`config.mk`:
```
export PLATFORM = sky130hd
export DESIGN_NAME = rectangle_stream
export DESIGN_NICKNAME = d
export VERILOG_FILES = /design/src/rtl/rectangle_stream_pkg.sv /design/src/rtl/raster_counter.sv /design/src/rtl/rectangle_stream.sv
export SDC_FILE = /design/constraint.sdc
export NUM_CORES = 1
export LEC_CHECK = 0
export CAP_MARGIN = 20
export CORE_ASPECT_RATIO = 0.7
export CORE_MARGIN = 2
export CORE_UTILIZATION = 50
export CTS_CLUSTER_DIAMETER = 150
export DETAILED_ROUTE_END_ITERATION = 10
export PLACE_DENSITY = 0.72
export SKIP_CTS_REPAIR_TIMING = 1
export SYNTH_ARGS = -nofsm -noshare
export SYNTH_HDL_FRONTEND = slang
export SYNTH_SLANG_ARGS = --single-unit
```
`constraint.sdc`:
```
create_clock -name _clock -period 4.5 [get_ports _clock]
set_clock_uncertainty 0.2 [all_clocks]
set_input_delay 0.45 -clock _clock [delete_from_list [all_inputs] [get_ports _clock]]
set_output_delay 0.45 -clock _clock [all_outputs]
set_load 0.05 [all_outputs]
```
`src/rtl/rectangle_stream_pkg.sv`:
```
// Shared types and constants for the rectangle point streamer.
// Filled mode exists only when RECTANGLE_STREAM_FILL_EN is defined.
package rectangle_stream_pkg;

    typedef enum logic [1:0] {
        ST_IDLE = 2'd0,
        ST_BUSY = 2'd1,
        ST_DONE = 2'd2
    } state_e;

    localparam logic MODE_OUTLINE = 1'b0;
    localparam logic MODE_FILL    = 1'b1;

endpackage

```
`src/rtl/raster_counter.sv`:
```
// Row/column scan for one rectangle. In outline mode, interior rows jump
// straight from the first column to the last column.
module raster_counter
    import rectangle_stream_pkg::*;
#(
    parameter int WIDTH = 32
) (
    input  logic             clk_i,
    input  logic             rst_i,
    input  logic             load_i,
    input  logic [WIDTH-1:0] height_i,
    input  logic [WIDTH-1:0] width_i,
    input  logic             mode_i,
    input  logic             advance_i,
    output logic [WIDTH-1:0] row_o,
    output logic [WIDTH-1:0] col_o,
    output logic             last_o
);

    localparam logic [WIDTH-1:0] ONE = {{(WIDTH-1){1'b0}}, 1'b1};

    logic [WIDTH-1:0] row_q, row_d;
    logic [WIDTH-1:0] col_q, col_d;
    logic [WIDTH-1:0] row_last_q;
    logic [WIDTH-1:0] col_last_q;
    logic             mode_q;
    logic             interior_row;

    assign interior_row = (row_q != '0) && (row_q != row_last_q);

    always_comb begin
        row_d = row_q;
        col_d = col_q;
        if (advance_i) begin
            // End-of-row test comes first so a single-column rectangle never skips.
            if (col_q == col_last_q) begin
                col_d = '0;
                row_d = row_q + ONE;
            end else if (mode_q == MODE_OUTLINE && interior_row && col_q == '0) begin
                col_d = col_last_q;
            end else begin
                col_d = col_q + ONE;
            end
        end
    end

    always_ff @(posedge clk_i) begin
        if (rst_i) begin
            row_q      <= '0;
            col_q      <= '0;
            row_last_q <= '0;
            col_last_q <= '0;
            mode_q     <= MODE_OUTLINE;
        end else if (load_i) begin
            row_q      <= '0;
            col_q      <= '0;
            row_last_q <= height_i - ONE;
            col_last_q <= width_i - ONE;
            mode_q     <= mode_i;
        end else begin
            row_q <= row_d;
            col_q <= col_d;
        end
    end

    assign row_o  = row_q;
    assign col_o  = col_q;
    assign last_o = (row_q == row_last_q) && (col_q == col_last_q);

endmodule

```
`src/rtl/rectangle_stream.sv`:
```
// Streams the points of a rectangle (outline, or filled when
// RECTANGLE_STREAM_FILL_EN is defined) over a valid/ready handshake.
module rectangle_stream
    import rectangle_stream_pkg::*;
#(
    parameter int WIDTH = 32
) (
    input  logic                    _clock,
    input  logic                    _reset,
    input  logic                    _start,
    input  logic signed [WIDTH-1:0] s_x,
    input  logic signed [WIDTH-1:0] s_y,
    input  logic signed [WIDTH-1:0] height,
    input  logic signed [WIDTH-1:0] width,
    input  logic                    _mode,
    input  logic                    _ready,
    output logic signed [WIDTH-1:0] _out0,
    output logic signed [WIDTH-1:0] _out1,
    output logic                    _valid,
    output logic                    _done
);

    // Handshake: a point transfers on a rising edge where _valid and _ready
    // are both high; while _valid is high and _ready low the point holds.

    state_e           state_q, state_d;
    logic [WIDTH-1:0] sx_q, sy_q;
    logic [WIDTH-1:0] row, col;
    logic             last;
    logic             advance;
    logic             dims_ok;
    logic             mode_eff;

`ifdef RECTANGLE_STREAM_FILL_EN
    assign mode_eff = _mode;
`else
    logic unused_mode;
    assign unused_mode = _mode;
    assign mode_eff    = MODE_OUTLINE;
`endif

    assign dims_ok = !height[WIDTH-1] && (height != '0) &&
                     !width[WIDTH-1]  && (width  != '0);
    assign advance = (state_q == ST_BUSY) && _ready;

    raster_counter #(.WIDTH(WIDTH)) u_raster (
        .clk_i     (_clock),
        .rst_i     (_reset),
        .load_i    (_start),
        .height_i  (height),
        .width_i   (width),
        .mode_i    (mode_eff),
        .advance_i (advance),
        .row_o     (row),
        .col_o     (col),
        .last_o    (last)
    );

    always_comb begin
        state_d = state_q;
        if (_start) begin
            state_d = dims_ok ? ST_BUSY : ST_DONE;
        end else begin
            case (state_q)
                ST_BUSY: if (advance && last) state_d = ST_DONE;
                default: state_d = state_q;
            endcase
        end
    end

    always_ff @(posedge _clock) begin
        if (_reset) begin
            state_q <= ST_IDLE;
            sx_q    <= '0;
            sy_q    <= '0;
        end else begin
            state_q <= state_d;
            if (_start) begin
                sx_q <= s_x;
                sy_q <= s_y;
            end
        end
    end

    // Coordinates wrap modulo 2^WIDTH.
    assign _out0  = sx_q + row;
    assign _out1  = sy_q + col;
    assign _valid = (state_q == ST_BUSY);
    assign _done  = (state_q == ST_DONE);

endmodule

```
# Yosys cells after proc, flatten, opt, wreduce, memory -nomap -nowiden
# Index checks and enable logic that the tools add are counted.
# Widths: inputs -> output; s select.
dict set report classes {
  n_mux 6
  n_reduce_logical 19
  n_addsub 6
  n_eq_ne 5
}
# op n
set op_table {}
lappend op_table {{$reduce_bool 32->1} 3}
lappend op_table {{$add 32x1->32 const B} 2}
lappend op_table {{$add 32x32->32} 2}
lappend op_table {{$eq 32x32->1} 2}
lappend op_table {{$mux 32} 2}
lappend op_table {{$sub 32x1->32 const B} 2}
lappend op_table {{$logic_not 32->1} 1}
lappend op_table {{$ne 32x32->1} 1}
lappend op_table {{$logic_and 1x1->1} 8}
lappend op_table {{$mux 2} 4}
lappend op_table {{$reduce_and 2->1} 2}
lappend op_table {{$reduce_bool 2->1} 2}
lappend op_table {{$eq 2x1->1 const B} 1}
lappend op_table {{$eq 2x2->1 const B} 1}
lappend op_table {{$logic_not 1->1} 2}
lappend op_table {{$reduce_or 2->1} 1}
dict set report totals {
  inputBits 133
  wordCells 43
  out_inout_bits 66
  regBits 194
}

# Depth between registers and ports, before layout
dict set report depth {
  word_depth 6
  ltp_mapped 11
  depth_no_buf 10
}

# Hierarchy
# Synthesis repeated with hierarchy kept, for this count alone.
dict set report unflattened {
  hier_cells 1670
  hier_area_um2 13565.5
}
# mod cells_each seq_area_each_um2 area_per_inst_um2 n_inst
set modules_own_cells {}
lappend modules_own_cells {raster_counter 940 2582.5 7532.2 1}
lappend modules_own_cells {rectangle_stream 730 1321.3 6033.3 1}

# Least setup slack after synthesis
# No wires, ideal clock.
dict set report synth_path {
  path_type {register to output}
  startpoint {register u_raster.row_q[1] (netlist: u_raster.row_o[1])}
  endpoint {output _out0[25]}
  slack_ns 0.516
  t_required_ns 3.850
  stages_incl_launch_ff 10
  path_buffers 0
  t_arrival_ns 3.334
  cell_sequence {dfxtp_1 -> ha_1 -> a21o_1 -> nand4_1 -> nand4_1 -> a21bo_2 -> a21oi_1 -> o31a_1 -> mux2_2 -> a211oi_1}
}
dict set report synth_between {
  elab_chain_cells 1
}
# element line
set synth_rtl {}
lappend synth_rtl {{from (decl)} raster_counter.sv:22} ;# logic [WIDTH-1:0] row_q, row_d;
lappend synth_rtl {{from (signal assigned)} raster_counter.sv:61} ;# row_q <= row_d;
lappend synth_rtl {{$add 32x32->32} rectangle_stream.sv:86} ;# assign _out0 = sx_q + row;
lappend synth_rtl {{to (decl)} rectangle_stream.sv:17} ;# output logic signed [WIDTH-1:0] _out0,
# Every way passes these cells.

# Worst setup path after layout
dict set report layout_path {
  startpoint {register u_raster.row_q[4] (netlist: u_raster.row_o[4])}
  endpoint {output _out0[25]}
}
# Same word-level chain as after synthesis.

==> run_summary.xml <==
<?xml version="1.0" encoding="UTF-8"?>
<metrics>
  <group name="run_status">
    <metric name="outcome" unit="">finished, final reports clean</metric>
  </group>
  <group name="logic_synthesis">
    <metric name="netlist_area" unit="mm^2">0.0130</metric>
    <metric name="synth-edff-count" unit="">0</metric>
    <metric name="post_synth_main_area_contributors" unit="">sky130_fd_sc_hd__dfxtp_1, sky130_fd_sc_hd__xnor2_1, sky130_fd_sc_hd__nor2_1</metric>
    <metric name="async_set_or_reset_register_ratio_after_synthesis" unit="%">0</metric>
    <metric name="dominantRegCellSynth" unit="">sky130_fd_sc_hd__dfxtp_1</metric>
    <metric name="synth_warn" unit="">0</metric>
    <metric name="syn-mean-instance-area" unit="um^2">8.04</metric>
    <metric name="syn_nets" unit="">1817</metric>
    <metric name="syn-instance-count" unit="">1612</metric>
    <metric name="synth_top_area_share" unit="%">30.0</metric>
    <metric name="synth.ff_latch_count" unit="">194</metric>
    <metric name="synth.lib_cells_used.distinct" unit="">74</metric>
    <metric name="synth_seq_area_share" unit="%">30.0</metric>
    <metric name="post-synth-top-area-cell" unit="">sky130_fd_sc_hd__dfxtp_1</metric>
  </group>
  <group name="drt">
    <metric name="viasPerCell" unit="">5.86</metric>
    <metric name="wl_cell" unit="um">18.5</metric>
    <metric name="antenna_violating_nets_post_route" unit="">0</metric>
    <metric name="remaining_drc_errors" unit="">0</metric>
    <metric name="routed_wl" unit="um">38900</metric>
    <metric name="drt_iter0_markers" unit="">1134</metric>
    <metric name="drt_pass1_iterations" unit="">8</metric>
    <metric name="routed-via-count" unit="">12327</metric>
  </group>
  <group name="critical_path">
    <metric name="worst_path_max_delay_cell" unit="">sky130_fd_sc_hd__dfxtp_1</metric>
    <metric name="critPathBufInv" unit="">1</metric>
    <metric name="critical_path.endpoint_type" unit="">primary output</metric>
    <metric name="cpLargestDelayFamily" unit="">compound AO/OA/AOI/OAI gates</metric>
    <metric name="cp_data_required_time" unit="ns">3.85</metric>
    <metric name="critPathMostFrequentCell" unit="">sky130_fd_sc_hd__a21oi_1</metric>
    <metric name="worstPathArrival" unit="ns">3.68</metric>
    <metric name="crit_path_cell_chain" unit="">ha_1, a21oi_1, nand4_1, a21bo_2, a21oi_1, o31a_1, mux2_2, a211oi_1, buf_4</metric>
    <metric name="path_max_fanout" unit="">6</metric>
    <metric name="critPathMaxStageDelay" unit="ns">0.53</metric>
    <metric name="setup.worst_path.start_class" unit="">register</metric>
    <metric name="path_class" unit="">register to primary output</metric>
  </group>
  <group name="clock_tree">
    <metric name="numClockSinks" unit="">194</metric>
    <metric name="cts_tree" unit="">done</metric>
    <metric name="numCtsBuffers" unit="">17</metric>
    <metric name="insertion_delay" unit="ns">0.45</metric>
    <metric name="clk_pin_slew_worst_paths" unit="ns">0.07</metric>
    <metric name="htree_num_levels" unit="">4</metric>
    <metric name="clk_root_buffer_cell" unit="">sky130_fd_sc_hd__clkbuf_16</metric>
    <metric name="clock_path_buffers" unit="">2</metric>
  </group>
  <group name="timing">
    <metric name="worst_slew_pin_slew" unit="ns">0.898</metric>
    <metric name="worst_slew_margin_rel" unit="%">40.1</metric>
    <metric name="finalWorstPathRequiredPeriod" unit="ns">4.33</metric>
    <metric name="setup_ws" unit="ns">0.174</metric>
    <metric name="final-hold-violation-count" unit="">0</metric>
    <metric name="fin_worst_hold_slack" unit="ns">0.288</metric>
    <metric name="report.final.setup_viol" unit="">0</metric>
    <metric name="timing.fmax" unit="GHz">0.231</metric>
    <metric name="post-route-period-util" unit="%">96.1</metric>
    <metric name="grt_setup_unrepaired" unit="">no</metric>
    <metric name="report.final.slew_viol_count" unit="">0</metric>
  </group>
  <group name="placement">
    <metric name="worst_slack_after_detailed_placement" unit="ns">0.304</metric>
    <metric name="place_area" unit="mm^2">0.0151</metric>
    <metric name="detail_placement_hpwl" unit="um">30100</metric>
    <metric name="final_weighted_congestion_of_routability_driven_global_placement" unit="">0.972</metric>
    <metric name="port-buffer-count" unit="">197</metric>
  </group>
  <group name="layout">
    <metric name="area_delta_synth_final" unit="%">21.2</metric>
    <metric name="antenna_cells" unit="">0</metric>
    <metric name="post_route_cells_drive_above_1_share" unit="%">5.36</metric>
    <metric name="nNetsFinal" unit="">1963</metric>
    <metric name="finish.utilization" unit="%">61.4</metric>
    <metric name="final_cell_area" unit="mm^2">0.0157</metric>
  </group>
  <group name="pwr">
    <metric name="power_density" unit="mW/mm^2">260</metric>
    <metric name="leakage" unit="uW">0.00636</metric>
    <metric name="vdd_ir_drop_max" unit="mV">0.196</metric>
    <metric name="design_power_total" unit="uW">4090</metric>
  </group>
  <group name="run">
    <metric name="maxCapViolCount" unit="">0</metric>
  </group>
  <group name="die">
    <metric name="fp.coreArea" unit="mm^2">0.0256</metric>
    <metric name="design.portCount" unit="">199</metric>
    <metric name="initial_utilization" unit="%">50.7</metric>
    <metric name="die-height" unit="um">139</metric>
    <metric name="floorplan.rows" unit="">49</metric>
    <metric name="die_width" unit="um">196</metric>
    <metric name="area_of_the_die" unit="mm^2">0.0273</metric>
  </group>
  <group name="global_route">
    <metric name="grt_start_max_net_pins" unit="">83</metric>
    <metric name="first_global_vias" unit="">11129</metric>
    <metric name="grt_pass1_wl" unit="um">60700</metric>
    <metric name="grt_usage" unit="%">28.0</metric>
    <metric name="globalRouteOverflowTotal" unit="">0</metric>
    <metric name="antenna_violations_before_repair" unit="">0</metric>
  </group>
  <group name="min_path">
    <metric name="type_of_the_most_critical_hold_path" unit="">register to register</metric>
  </group>
</metrics>
==> cell usage after synthesis, types with 5 or more instances <==
cell,instances
sky130_fd_sc_hd__buf_2,7
sky130_fd_sc_hd__clkbuf_1,70
sky130_fd_sc_hd__or4_1,12
sky130_fd_sc_hd__and2_1,15
sky130_fd_sc_hd__xnor2_1,134
sky130_fd_sc_hd__nor3_1,35
sky130_fd_sc_hd__o211ai_1,8
sky130_fd_sc_hd__a21oi_1,102
sky130_fd_sc_hd__a211oi_1,60
sky130_fd_sc_hd__and4_1,9
sky130_fd_sc_hd__a21o_1,33
sky130_fd_sc_hd__and3_1,19
sky130_fd_sc_hd__o21bai_1,9
sky130_fd_sc_hd__dfxtp_1,194
sky130_fd_sc_hd__or3_1,12
sky130_fd_sc_hd__xor2_1,55
sky130_fd_sc_hd__mux2i_1,67
sky130_fd_sc_hd__buf_1,6
sky130_fd_sc_hd__o21ai_1,6
sky130_fd_sc_hd__inv_1,30
sky130_fd_sc_hd__ha_1,70
sky130_fd_sc_hd__nand3_1,41
sky130_fd_sc_hd__nand2b_1,6
sky130_fd_sc_hd__o21ai_0,67
sky130_fd_sc_hd__a2bb2oi_1,5
sky130_fd_sc_hd__nor2b_1,13
sky130_fd_sc_hd__nor4_1,28
sky130_fd_sc_hd__nand4_1,32
sky130_fd_sc_hd__a31oi_1,10
sky130_fd_sc_hd__nand3b_1,8
sky130_fd_sc_hd__nand2_1,109
sky130_fd_sc_hd__a311oi_1,12
sky130_fd_sc_hd__a22oi_1,8
sky130_fd_sc_hd__nor2_1,236
==> report_power, final <==
part | switching, uW | leakage [uW] | total, uW | internal, uW
combinational | 407 | 0.00449 | 723 | 316
sequential | 74.3 | 0.00159 | 1870 | 1790
clock | 765 | 0.000278 | 1500 | 738
total | 1250 | 0.00636 | 4090 | 2840
==> cells in the final DEF (no fill, tap or decap), types with 35 or more instances in the layout <==
cell type and n:
sky130_fd_sc_hd__xnor2_1 134, sky130_fd_sc_hd__mux2i_1 67, sky130_fd_sc_hd__nand3_1 41, sky130_fd_sc_hd__nand2_1 109
sky130_fd_sc_hd__nor3_1 35, sky130_fd_sc_hd__a211oi_1 60, sky130_fd_sc_hd__xor2_1 55, sky130_fd_sc_hd__a21oi_1 102
sky130_fd_sc_hd__clkdlybuf4s50_1 161, sky130_fd_sc_hd__dfxtp_1 193, sky130_fd_sc_hd__nor2_1 236, sky130_fd_sc_hd__ha_1 70
sky130_fd_sc_hd__o21ai_0 67
==> final cells by class <==
class | instances | area (um^2)
Timing Repair Buffer | 210 | 2080
Clock inverter | 14 | 139
Sequential cell | 194 | 3880
Tap cell | 331 | 414
Multi-Input combinational cell | 1304 | 8650
Clock buffer | 18 | 429
Fill cell | 2302 | 9860
Inverter | 31 | 116
==> worst register-to-register path, stage by stage, from the launching register on <==
cell and delay (ns):
sky130_fd_sc_hd__dfxtp_1 0.40, sky130_fd_sc_hd__or4_1 0.58, sky130_fd_sc_hd__nor4_1 0.20, sky130_fd_sc_hd__nand4_1 0.23, sky130_fd_sc_hd__a211oi_4 0.20, sky130_fd_sc_hd__buf_4 0.40, sky130_fd_sc_hd__or2_1 0.55, sky130_fd_sc_hd__o21ai_0 0.21
sky130_fd_sc_hd__a21oi_1 0.19, sky130_fd_sc_hd__nor2_1 0.05
==> per-stage QoR <==
stage | cells | setup TNS [ns]
after global routing | 2102 | 0
after floorplan | 1612 | 0
after detailed placement | 2070 | 0
after global placement | 2070 | 0
final | 2102 | 0
after CTS | 2102 | -0.476
==> flip-flops by register name, summed over array words and instances, names as in the netlist <==
signal and count:
sy_q 32, sx_q 32, u_raster.row_o 32, u_raster.row_last_q 32
state_q 2, u_raster.col_last_q 32, u_raster.col_o 32
==> cell families (layout without fill, tap and decap cells) <==
group / after synthesis / in the layout / share of synthesized area [%]
simple gates: 610 / 610 / 23.3
buf+inv: 114 / 273 / 3.37
mux: 68 / 68 / 5.26
xor+xnor: 189 / 189 / 12.8
flops: 194 / 194 / 30.0
compound gates: 365 / 365 / 18.3
fa+ha+maj: 72 / 72 / 7.06
==> path summary, 6_finish.rpt <==
check | startpoint | endpoint | slack [ns] | cells after the start
worst max-delay path | u_raster.row_o[4] | _out0[25] | 0.17 | 9
worst min-delay path | state_q[1] | state_q[1] | 0.29 | 2
worst max register to register | u_raster.col_o[22] | u_raster.col_o[4] | 1.17 | 9
worst min register to register | state_q[1] | state_q[1] | 0.29 | 2
==> metal layers <==
| layer | share of wire [%] | GRT usage, % | wire [um] | up-vias |
|---|---|---|---|---|
| met1 | 52 | 46.1 | 20200 | 5643 |
| li1 | - | - | - | 6106 |
| met3 | 10 | 5.79 | 4050 | 38 |
| met5 | 0 | 0 | 0 | - |
| met2 | 37 | 36.1 | 14200 | 540 |
| met4 | 1.1 | 5.94 | 427 | 0 |
Power figures use the tool's default switching activity.
